File: src/rtl/alu_pkg.sv
// Shared opcode and FSM state encodings for the sequential ALU.
package alu_pkg;
    localparam logic [2:0] OP_ADD  = 3'b000;
    localparam logic [2:0] OP_NOTB = 3'b001;
    localparam logic [2:0] OP_AND  = 3'b010;
    localparam logic [2:0] OP_OR   = 3'b011;
    localparam logic [2:0] OP_SUB  = 3'b100;
    localparam logic [2:0] OP_XOR  = 3'b101;
    localparam logic [2:0] OP_SHL  = 3'b110;
    localparam logic [2:0] OP_MUL  = 3'b111;

    typedef enum logic [1:0] {
        S_IDLE = 2'b00,
        S_EXEC = 2'b01,
        S_DONE = 2'b10
    } state_e;
endpackage

File: src/rtl/mul_iter.sv
// Iterative unsigned shift-add multiplier: one multiplier bit per cycle, WIDTH cycles per product.
module mul_iter #(
    parameter int WIDTH = 8
) (
    input  logic               clk,
    input  logic               rst_n,
    input  logic               start,
    input  logic [WIDTH-1:0]   a,
    input  logic [WIDTH-1:0]   b,
    output logic               busy,
    output logic               done,
    output logic [2*WIDTH-1:0] prod
);
    localparam int CW = $clog2(WIDTH) + 1;

    logic [2*WIDTH-1:0] acc_q, acc_d;
    logic [2*WIDTH-1:0] mcand_q, mcand_d;
    logic [WIDTH-1:0]   mplier_q, mplier_d;
    logic [CW-1:0]      cnt_q, cnt_d;
    logic               busy_q, busy_d;

    always_comb begin
        acc_d    = acc_q;
        mcand_d  = mcand_q;
        mplier_d = mplier_q;
        cnt_d    = cnt_q;
        busy_d   = busy_q;
        // done is combinational: it flags the edge that retires the last multiplier bit
        done     = busy_q && (cnt_q == CW'(WIDTH - 1));
        if (start) begin
            acc_d    = '0;
            mcand_d  = {{WIDTH{1'b0}}, a};
            mplier_d = b;
            cnt_d    = '0;
            busy_d   = 1'b1;
        end else if (busy_q) begin
            if (mplier_q[0]) acc_d = acc_q + mcand_q;
            mcand_d  = mcand_q << 1;
            mplier_d = mplier_q >> 1;
            cnt_d    = cnt_q + 1'b1;
            if (done) busy_d = 1'b0;
        end
    end

    always_ff @(posedge clk or negedge rst_n) begin
        if (!rst_n) begin
            acc_q    <= '0;
            mcand_q  <= '0;
            mplier_q <= '0;
            cnt_q    <= '0;
            busy_q   <= 1'b0;
        end else begin
            acc_q    <= acc_d;
            mcand_q  <= mcand_d;
            mplier_q <= mplier_d;
            cnt_q    <= cnt_d;
            busy_q   <= busy_d;
        end
    end

    assign busy = busy_q;
    assign prod = acc_d;
endmodule

File: src/rtl/alu_seq_core.sv
// Registered ALU with valid/ready handshake; single-cycle ops finish on accept, MUL iterates.
module alu_seq_core
    import alu_pkg::*;
#(
    parameter int WIDTH  = 8,
    parameter bit MUL_EN = 1'b1
) (
    input  logic             clk,
    input  logic             rst_n,
    input  logic             in_valid,
    output logic             in_ready,
    input  logic [WIDTH-1:0] a,
    input  logic [WIDTH-1:0] b,
    input  logic [2:0]       op,
    output logic             out_valid,
    input  logic             out_ready,
    output logic [WIDTH-1:0] f,
    output logic             ovf,
    output logic             carry,
    output logic             zero,
    output logic             neg
);
    localparam int SHW = $clog2(WIDTH);

    state_e             state_q, state_d;
    logic [WIDTH-1:0]   f_q, f_d;
    logic               ovf_q, ovf_d, carry_q, carry_d, zero_q, zero_d, neg_q, neg_d;
    logic               mul_start, mul_busy, mul_done, ld;
    logic [2*WIDTH-1:0] mul_prod;
    logic [WIDTH:0]     sum, diff;
    logic [WIDTH-1:0]   res_f;
    logic               res_ovf, res_carry;

    generate
        if (MUL_EN) begin : g_mul
            mul_iter #(.WIDTH(WIDTH)) u_mul (
                .clk   (clk),
                .rst_n (rst_n),
                .start (mul_start),
                .a     (a),
                .b     (b),
                .busy  (mul_busy),
                .done  (mul_done),
                .prod  (mul_prod)
            );
        end else begin : g_no_mul
            assign mul_busy = 1'b0;
            assign mul_done = 1'b0;
            assign mul_prod = '0;
        end
    endgenerate

    always_comb begin
        sum       = {1'b0, a} + {1'b0, b};
        diff      = {1'b0, a} - {1'b0, b};
        res_f     = '0;
        res_ovf   = 1'b0;
        res_carry = 1'b0;
        case (op)
            OP_ADD: begin
                res_f     = sum[WIDTH-1:0];
                res_carry = sum[WIDTH];
                res_ovf   = (a[WIDTH-1] ^ res_f[WIDTH-1]) & (b[WIDTH-1] ^ res_f[WIDTH-1]);
            end
            OP_SUB: begin
                res_f     = diff[WIDTH-1:0];
                res_carry = diff[WIDTH];
                res_ovf   = (a[WIDTH-1] ^ b[WIDTH-1]) & (a[WIDTH-1] ^ res_f[WIDTH-1]);
            end
            OP_NOTB: res_f = ~b;
            OP_AND:  res_f = a & b;
            OP_OR:   res_f = a | b;
            OP_XOR:  res_f = a ^ b;
            OP_SHL:  res_f = a << b[SHW-1:0];
            // only reaches the result registers when the multiplier is compiled out
            OP_MUL:  res_f = '1;
            default: res_f = '0;
        endcase
    end

    always_comb begin
        state_d   = state_q;
        f_d       = f_q;
        ovf_d     = ovf_q;
        carry_d   = carry_q;
        zero_d    = zero_q;
        neg_d     = neg_q;
        mul_start = 1'b0;
        ld        = 1'b0;
        case (state_q)
            S_IDLE: begin
                if (in_valid) begin
                    if (op == OP_MUL && MUL_EN) begin
                        mul_start = 1'b1;
                        state_d   = S_EXEC;
                    end else begin
                        f_d     = res_f;
                        ovf_d   = res_ovf;
                        carry_d = res_carry;
                        ld      = 1'b1;
                        state_d = S_DONE;
                    end
                end
            end
            S_EXEC: begin
                if (mul_done) begin
                    f_d     = mul_prod[WIDTH-1:0];
                    ovf_d   = |mul_prod[2*WIDTH-1:WIDTH];
                    carry_d = 1'b0;
                    ld      = 1'b1;
                    state_d = S_DONE;
                end else if (!mul_busy) begin
                    state_d = S_IDLE;
                end
            end
            S_DONE:  if (out_ready) state_d = S_IDLE;
            default: state_d = S_IDLE;
        endcase
        // zero/neg follow only freshly loaded results so the reset values stay all-zero
        if (ld) begin
            zero_d = ~|f_d;
            neg_d  = f_d[WIDTH-1];
        end
    end

    always_ff @(posedge clk or negedge rst_n) begin
        if (!rst_n) begin
            state_q <= S_IDLE;
            f_q     <= '0;
            ovf_q   <= 1'b0;
            carry_q <= 1'b0;
            zero_q  <= 1'b0;
            neg_q   <= 1'b0;
        end else begin
            state_q <= state_d;
            f_q     <= f_d;
            ovf_q   <= ovf_d;
            carry_q <= carry_d;
            zero_q  <= zero_d;
            neg_q   <= neg_d;
        end
    end

    assign in_ready  = (state_q == S_IDLE);
    assign out_valid = (state_q == S_DONE);
    assign f         = f_q;
    assign ovf       = ovf_q;
    assign carry     = carry_q;
    assign zero      = zero_q;
    assign neg       = neg_q;
endmodule

File: config.mk
export PLATFORM = sky130hd
export DESIGN_NAME = alu_seq_core
export DESIGN_NICKNAME = d
export VERILOG_FILES = /design/src/rtl/alu_pkg.sv /design/src/rtl/mul_iter.sv /design/src/rtl/alu_seq_core.sv
export SDC_FILE = /design/constraint.sdc
export NUM_CORES = 1
export LEC_CHECK = 0
export BUFFER_PORTS_ARGS = -buffer_cell sky130_fd_sc_hd__buf_2
export CELL_PAD_IN_SITES_DETAIL_PLACEMENT = 1
export CELL_PAD_IN_SITES_GLOBAL_PLACEMENT = 1
export CORE_MARGIN = 4
export CORE_UTILIZATION = 31
export DETAILED_ROUTE_END_ITERATION = 10
export PLACE_DENSITY = 0.58
export SETUP_SLACK_MARGIN = 0.3
export SLEW_MARGIN = 20
export SYNTH_ARGS = -nofsm -noshare
export SYNTH_HDL_FRONTEND = slang
export SYNTH_SLANG_ARGS = --single-unit
File: constraint.sdc
create_clock -name clk -period 4.33 [get_ports clk]
set_input_delay 0 -clock clk [delete_from_list [all_inputs] [get_ports clk]]
set_output_delay 0 -clock clk [all_outputs]
set_load 0.1 [all_outputs]
Word level (Yosys, flattened, before mapping):

Cells that the tools add are included.

* equality and inequality tests: 15
* reduce and logical (&&, ||, !) cells: 10
* mux-type cells: 40
* $add $sub $neg: 4
* shift operators: 1
* bitwise logic cells: 10

Operator list (number)
* 16-bit 2-to-1 mux: 5
* 8-bit one-hot mux with 7 select lines: 1
* 8-bit 2-to-1 mux: 5
* 16-bit adder: 1
* 8-bit one-hot mux with 2 select lines: 1
* 8-bit OR reduction: 2
* 1-bit 2-to-1 mux: 15
* 3-bit equality test, second input constant: 4
* 2-bit 2-to-1 mux: 5
* 1-bit one-hot mux with 2 select lines: 5
* 8-bit by 8-bit adder with 9-bit output: 1
* 8-bit by 8-bit subtractor with 9-bit output: 1
* 8-bit bitwise AND: 1
* 4-bit 2-to-1 mux: 2
* 8-bit NOT: 1
* 8-bit bitwise OR: 1
* 8-bit by 3-bit left shift with 8-bit output: 1
* 8-bit XOR: 1
* 3-bit by 2-bit equality test with 1-bit output, second input constant: 2
* 2-bit one-hot mux with 3 select lines: 1
* 4-bit by 1-bit adder with 4-bit output, second input constant: 1
* 4-bit by 3-bit equality test with 1-bit output, second input constant: 1
* 2-bit by 1-bit != test with 1-bit output, second input constant: 2
* 2-bit != test, second input constant: 2
* 13 further kinds: 18

* logic and storage cells: 91
* output and inout bits: 14
* bits in registers: 59
* input port bits: 23

Depth between registers and ports, before layout:

* word-level depth: 9
* depth in mapped cells: 11
* gate-level depth less buffers: 11

Cells and area by module:

A second synthesis with hierarchy kept.

* cell total of the unflattened synthesis: 586
* area, all modules: 5036.1 um^2

By module, submodules not included
* mul_iter: cells an instance 276, seq. area each 1126.1 um^2, times used 1, area an instance 2636.3 um^2
* alu_seq_core: cells an instance 310, seq. area each 350.3 um^2, times used 1, area an instance 2399.8 um^2

Worst setup path before layout:

No wires, ideal clock.

* path kind: reg-to-reg
* start: register state_q[1]
* end: register zero_q, in the netlist zero
* cell stages (with the launch flop): 10
* arrival time: 3.354 ns
* clock period less this slack: 3.446 ns
* data required time: 4.238 ns
* path slack: 0.884 ns
* buffers on the path: 1
* library setup time: 0.092 ns
* path through: dfrtp_1 -> nor2_1 -> and3_1 -> buf_2 -> a211oi_1 -> a22oi_1 -> o21ai_0 -> nand4b_1 -> or4_4 -> o31ai_2

* word-level cells in the longest chain between the ends: 7
* elaborated cells on any way between the ends: 9
* classes of those cells: eq/ne: 1; mux: 5; reduce/logical: 3

Ends and longest elaborated chain
* start: declaration: RTL line alu_seq_core.sv:25 `state_e state_q, state_d;`
* start signal: assignment: RTL line alu_seq_core.sv:135 `state_q <= state_d;`
* 2-bit logical NOT
* net in_ready: RTL line alu_seq_core.sv:11 `output logic in_ready,`
* 1-bit 2-to-1 mux: RTL line alu_seq_core.sv:90 `case (state_q)`
* 16-bit 2-to-1 mux: RTL line mul_iter.sv:30 `if (start) begin`
* net g_mul.u_mul.prod[2]: RTL line mul_iter.sv:12 `output logic [2*WIDTH-1:0] prod`
* 8-bit 2-to-1 mux: RTL line alu_seq_core.sv:106 `if (mul_done) begin`
* 8-bit one-hot mux with 2 select lines: RTL line alu_seq_core.sv:90
* net f_d[2]: RTL line alu_seq_core.sv:26 `logic [WIDTH-1:0] f_q, f_d;`
* 8-bit OR reduction: RTL line alu_seq_core.sv:121 `zero_d = ~|f_d;`
* 1-bit logical NOT: RTL line alu_seq_core.sv:121
* end signal: assignment: RTL line alu_seq_core.sv:139 `zero_q <= zero_d;`
* end: declaration: RTL line alu_seq_core.sv:27 `logic ovf_q, ovf_d, carry_q, carry_d, zero_q, zero_d, neg_q, neg_d;`

The timed path passes the listed nets, and every way through them passes these cells.
A chain may end at the register's enable or synchronous reset.

Final worst setup path:

* start: register g_mul.u_mul.mcand_q[0]
* end: register ovf_q, in the netlist ovf

* word-level cells in the longest chain between the ends: 7

Ends and longest elaborated chain
* start: declaration: RTL line mul_iter.sv:17 `logic [2*WIDTH-1:0] mcand_q, mcand_d;`
* start signal: assignment: RTL line mul_iter.sv:54 `mcand_q <= mcand_d;`
* 16-bit adder: RTL line mul_iter.sv:37 `if (mplier_q[0]) acc_d = acc_q + mcand_q;`
* 16-bit 2-to-1 mux: RTL line mul_iter.sv:37
* 16-bit 2-to-1 mux: RTL line mul_iter.sv:36 `end else if (busy_q) begin`
* 16-bit 2-to-1 mux: RTL line mul_iter.sv:30
* net g_mul.u_mul.prod[14]: RTL line mul_iter.sv:12
* 8-bit OR reduction: RTL line alu_seq_core.sv:108 `ovf_d = |mul_prod[2*WIDTH-1:WIDTH];`
* 1-bit 2-to-1 mux: RTL line alu_seq_core.sv:106
* 1-bit one-hot mux with 2 select lines: RTL line alu_seq_core.sv:90
* end signal: assignment: RTL line alu_seq_core.sv:137 `ovf_q <= ovf_d;`
* end: declaration: RTL line alu_seq_core.sv:27

The timed path passes the listed nets, and every way through them passes these cells. The select of a mux whose other input is x is not followed.

==> flow_metrics.env <==
export IMPL_outcome="finished, final reports clean"
export IMPL_clk_latency_ns=0.33
export IMPL_synthMuxAreaShare=0.0856
export IMPL_antenna_cells=0
export IMPL_cts_buffer_depth=2
export IMPL_tns_ns=0
export IMPL_cts_root_buf="clkbuf_16"
export IMPL_routed_wl_um=15000
export IMPL_post_dp_hpwl_um=11400
export IMPL_slew_headroom=0.430
export IMPL_synth_top_family_by_area="compound AO/OA/AOI/OAI gates"
export IMPL_ys_ff_latch=59
export IMPL_vias_per_cell=5.42
export IMPL_synth_ff_type="dfrtp_1"
export IMPL_yosysMostFrequentCell="nand2_1"
export IMPL_grt_usage=0.174
export IMPL_first_pass_iters=4
export IMPL_leakagePower_nw=2.55
export IMPL_setup_violations=0
export IMPL_cts_buffers=9
export IMPL_num_rows=45
export IMPL_clock_skew_ns=0.00911
export IMPL_antenna_left=0
export IMPL_yosys_area_share_xor_xnor=0.0475
export IMPL_cts_sinks=59
export IMPL_initial_core_util=0.315
export IMPL_die_height_um=132
export IMPL_synth_nets=629
export IMPL_rsz0062_at_grt="false"
export IMPL_finalCriticalPeriod_ns=3.21
export IMPL_ys_types=64
export IMPL_io_buffer_count=36
export IMPL_grt_pass1_wl_um=24600
export IMPL_hold_violations=0
export IMPL_gr_total_overflow=0
export IMPL_synthCells=562
export IMPL_period_share=0.741
export IMPL_die_w_um=132
export IMPL_synth_seq_area_share=0.308
export IMPL_avgSynthCellArea_um2=8.53
export IMPL_ir_worst_vdd_uv=205
export IMPL_grt_max_degree=60
export IMPL_maxCapViolations=0
export IMPL_wl_per_cell_um=19.0
export IMPL_path_max_fanout=3
export IMPL_synth_warning_count=0
export IMPL_crit_arrival_ns=3.41
export IMPL_drc_errors=0
export IMPL_synth_top_area_cell="dfrtp_1"
export IMPL_clk_pin_slew_worst_paths_ns=0.06
export IMPL_synth_top_area_share=0.308
export IMPL_cts_tree="done"
export IMPL_die_area_um2=17500
export IMPL_antenna_found_initial=0
export IMPL_syn_cell_area_um2=4800
export IMPL_cts_resized=0
export IMPL_gp_congestion=0.867
export IMPL_synthAdderAreaFrac=0.119
export IMPL_synth_top_cells_by_area="dfrtp_1 31%, ha_1 11%, mux2i_1 6.7%, o21ai_0 5.1%, nand2_1 4.8%"
export IMPL_async_reset_ff_frac=1.00
export IMPL_max_freq_mhz=312
export IMPL_slew_viol_final=0
export IMPL_hold_path_class="input port to flop"
export IMPL_core_area_um2=15200
export IMPL_area_growth_pct=15.2
export IMPL_synth_commonest_cells="61 x nand2_1, 59 x dfrtp_1, 49 x o21ai_0, 45 x nor2_1, 41 x ha_1"
export IMPL_synth_edf_count=0
export IMPL_synthSimpleGateAreaFrac=0.171
export IMPL_ios=37
export IMPL_utilization=0.363
export IMPL_drt_iter0_markers=254
export IMPL_grt_pass1_vias=4454
export IMPL_critical_path_endpoint_type="flop"
export IMPL_cts_htree_levels=3
export IMPL_tightestPinTransition_ns=0.853
export IMPL_synth_compound_area_frac=0.213
export IMPL_critPathLaunchType="flop"
export IMPL_nets=660
export IMPL_power_density_nw_per_um2=611
export IMPL_critPathKind="flop to flop"
export IMPL_critPathRequiredTime_ns=4.53
export IMPL_num_vias=4262
export IMPL_drive_gt1_frac=0.120
[logic make-up after synthesis]
| group | after synthesis |
|---|---|
| xor gates and xnor gates | 26 |
| muxes | 38 |
| buffers and inverters | 65 |
| and+or+nand+nor | 174 |
| AOI/OAI and AO/OA | 156 |
| adders and majority gates | 44 |
| DFF | 59 |
[placed cells by master (no fill, tap or decap), drive strengths merged, types with 4 or more instances in the layout]
cell	netlist	routed
o211ai	6	6
a211oi	8	8
xnor2	18	18
mux2i	32	32
inv	36	37
o21ai	50	50
and3	7	7
nor2	45	45
o31ai	6	6
mux2	4	4
dfrtp	59	59
buf	18	41
a221oi	4	4
nand2	61	61
nor3	9	9
nand3b	4	4
clkbuf	11	9
xor2	8	8
nand3	17	17
o221ai	4	4
a31oi	7	7
o21bai	5	5
nand2b	5	5
a221o	4	4
and2	5	5
a21oi	32	32
a21o	5	5
ha	41	41
dlygate4sd3	0	8
nor2b	8	8
[timing repair]
item	4_1_cts	5_1_grt
endpoints found under the hold margin	66	0
hold buffers	8	0
setup buffers	0	0
[final cells by class]
| cell class | count | area, um^2 |
|---|---|---|
| Multi-Input combinational cell | 438 | 3050 |
| Inverter | 36 | 135 |
| Sequential cell | 59 | 1480 |
| Fill cell | 1797 | 9680 |
| Timing Repair Buffer | 49 | 298 |
| Clock inverter | 7 | 101 |
| Tap cell | 188 | 235 |
| Clock buffer | 9 | 225 |
[layer usage]
layer / vias up / global-route usage / wire length (um) / part of all wire
li1: 2063 / - / - / -
met1: 2123 / 0.235 / 7060 / 0.47
met2: 59 / 0.292 / 7270 / 0.49
met3: 17 / 0.0244 / 394 / 0.026
met4: 0 / 0.0456 / 225 / 0.015
met5: - / 0 / 0 / 0
[report_power, final]
| part | switching (mW) | total [mW] | internal [mW] |
|---|---|---|---|
| registers | 0.190 | 0.950 | 0.760 |
| logic | 1.08 | 1.65 | 0.568 |
| clock network | 0.269 | 0.777 | 0.507 |
[sequential cells by signal (all words and copies together), names as in the netlist]
register,cells
ovf,1
g_mul.u_mul.mplier_q,8
g_mul.u_mul.mcand_q,16
g_mul.u_mul.acc_q,16
g_mul.u_mul.busy,1
carry,1
zero,1
g_mul.u_mul.cnt_q,4
neg,1
state_q,2
f,8
[worst paths after layout]
check | end | cells past startpoint | slack [ns] | from
worst max-delay path | ovf | 10 | 1.12 | g_mul.u_mul.mcand_q[0]
worst min-delay path | g_mul.u_mul.mcand_q[4] | 3 | 0.03 | a[4]
worst max register to register | ovf | 10 | 1.12 | g_mul.u_mul.mcand_q[0]
worst min register to register | zero | 2 | 0.51 | zero
max in group asynchronous | f[2] | 3 | 3.45 | rst_n
min in group asynchronous | g_mul.u_mul.cnt_q[2] | 3 | 0.38 | rst_n
[worst max-delay path, cell delays in order (launching register included)]
cell and delay (ns):
dfrtp_1 0.40, ha_1 0.25, fa_1 0.44, a211oi_1 0.35, o21ai_0 0.25, a311oi_1 0.46, o211ai_1 0.21, xnor2_1 0.17
o31ai_1 0.09, nor4_1 0.32, a31oi_1 0.13
[metrics by stage]
| step | instances | power (mW) | setup slack [ns] | hold slack, ns | cell area [um^2] |
|---|---|---|---|---|---|
| after floorplan | 562 | 2.19 | 0.884 | -0.296 | 4800 |
| after global placement | 762 | 2.57 | 1.29 | 0.209 | 5120 |
| after detailed placement | 762 | 2.60 | 1.16 | 0.213 | 5120 |
| after CTS | 786 | 3.41 | 1.13 | 0.0110 | 5520 |
| after global routing | 786 | 3.62 | 0.903 | 0.0290 | 5520 |
| final | 786 | 3.38 | 1.12 | 0.0263 | 5520 |
Note: power is estimated with default switching activity, not from simulation.
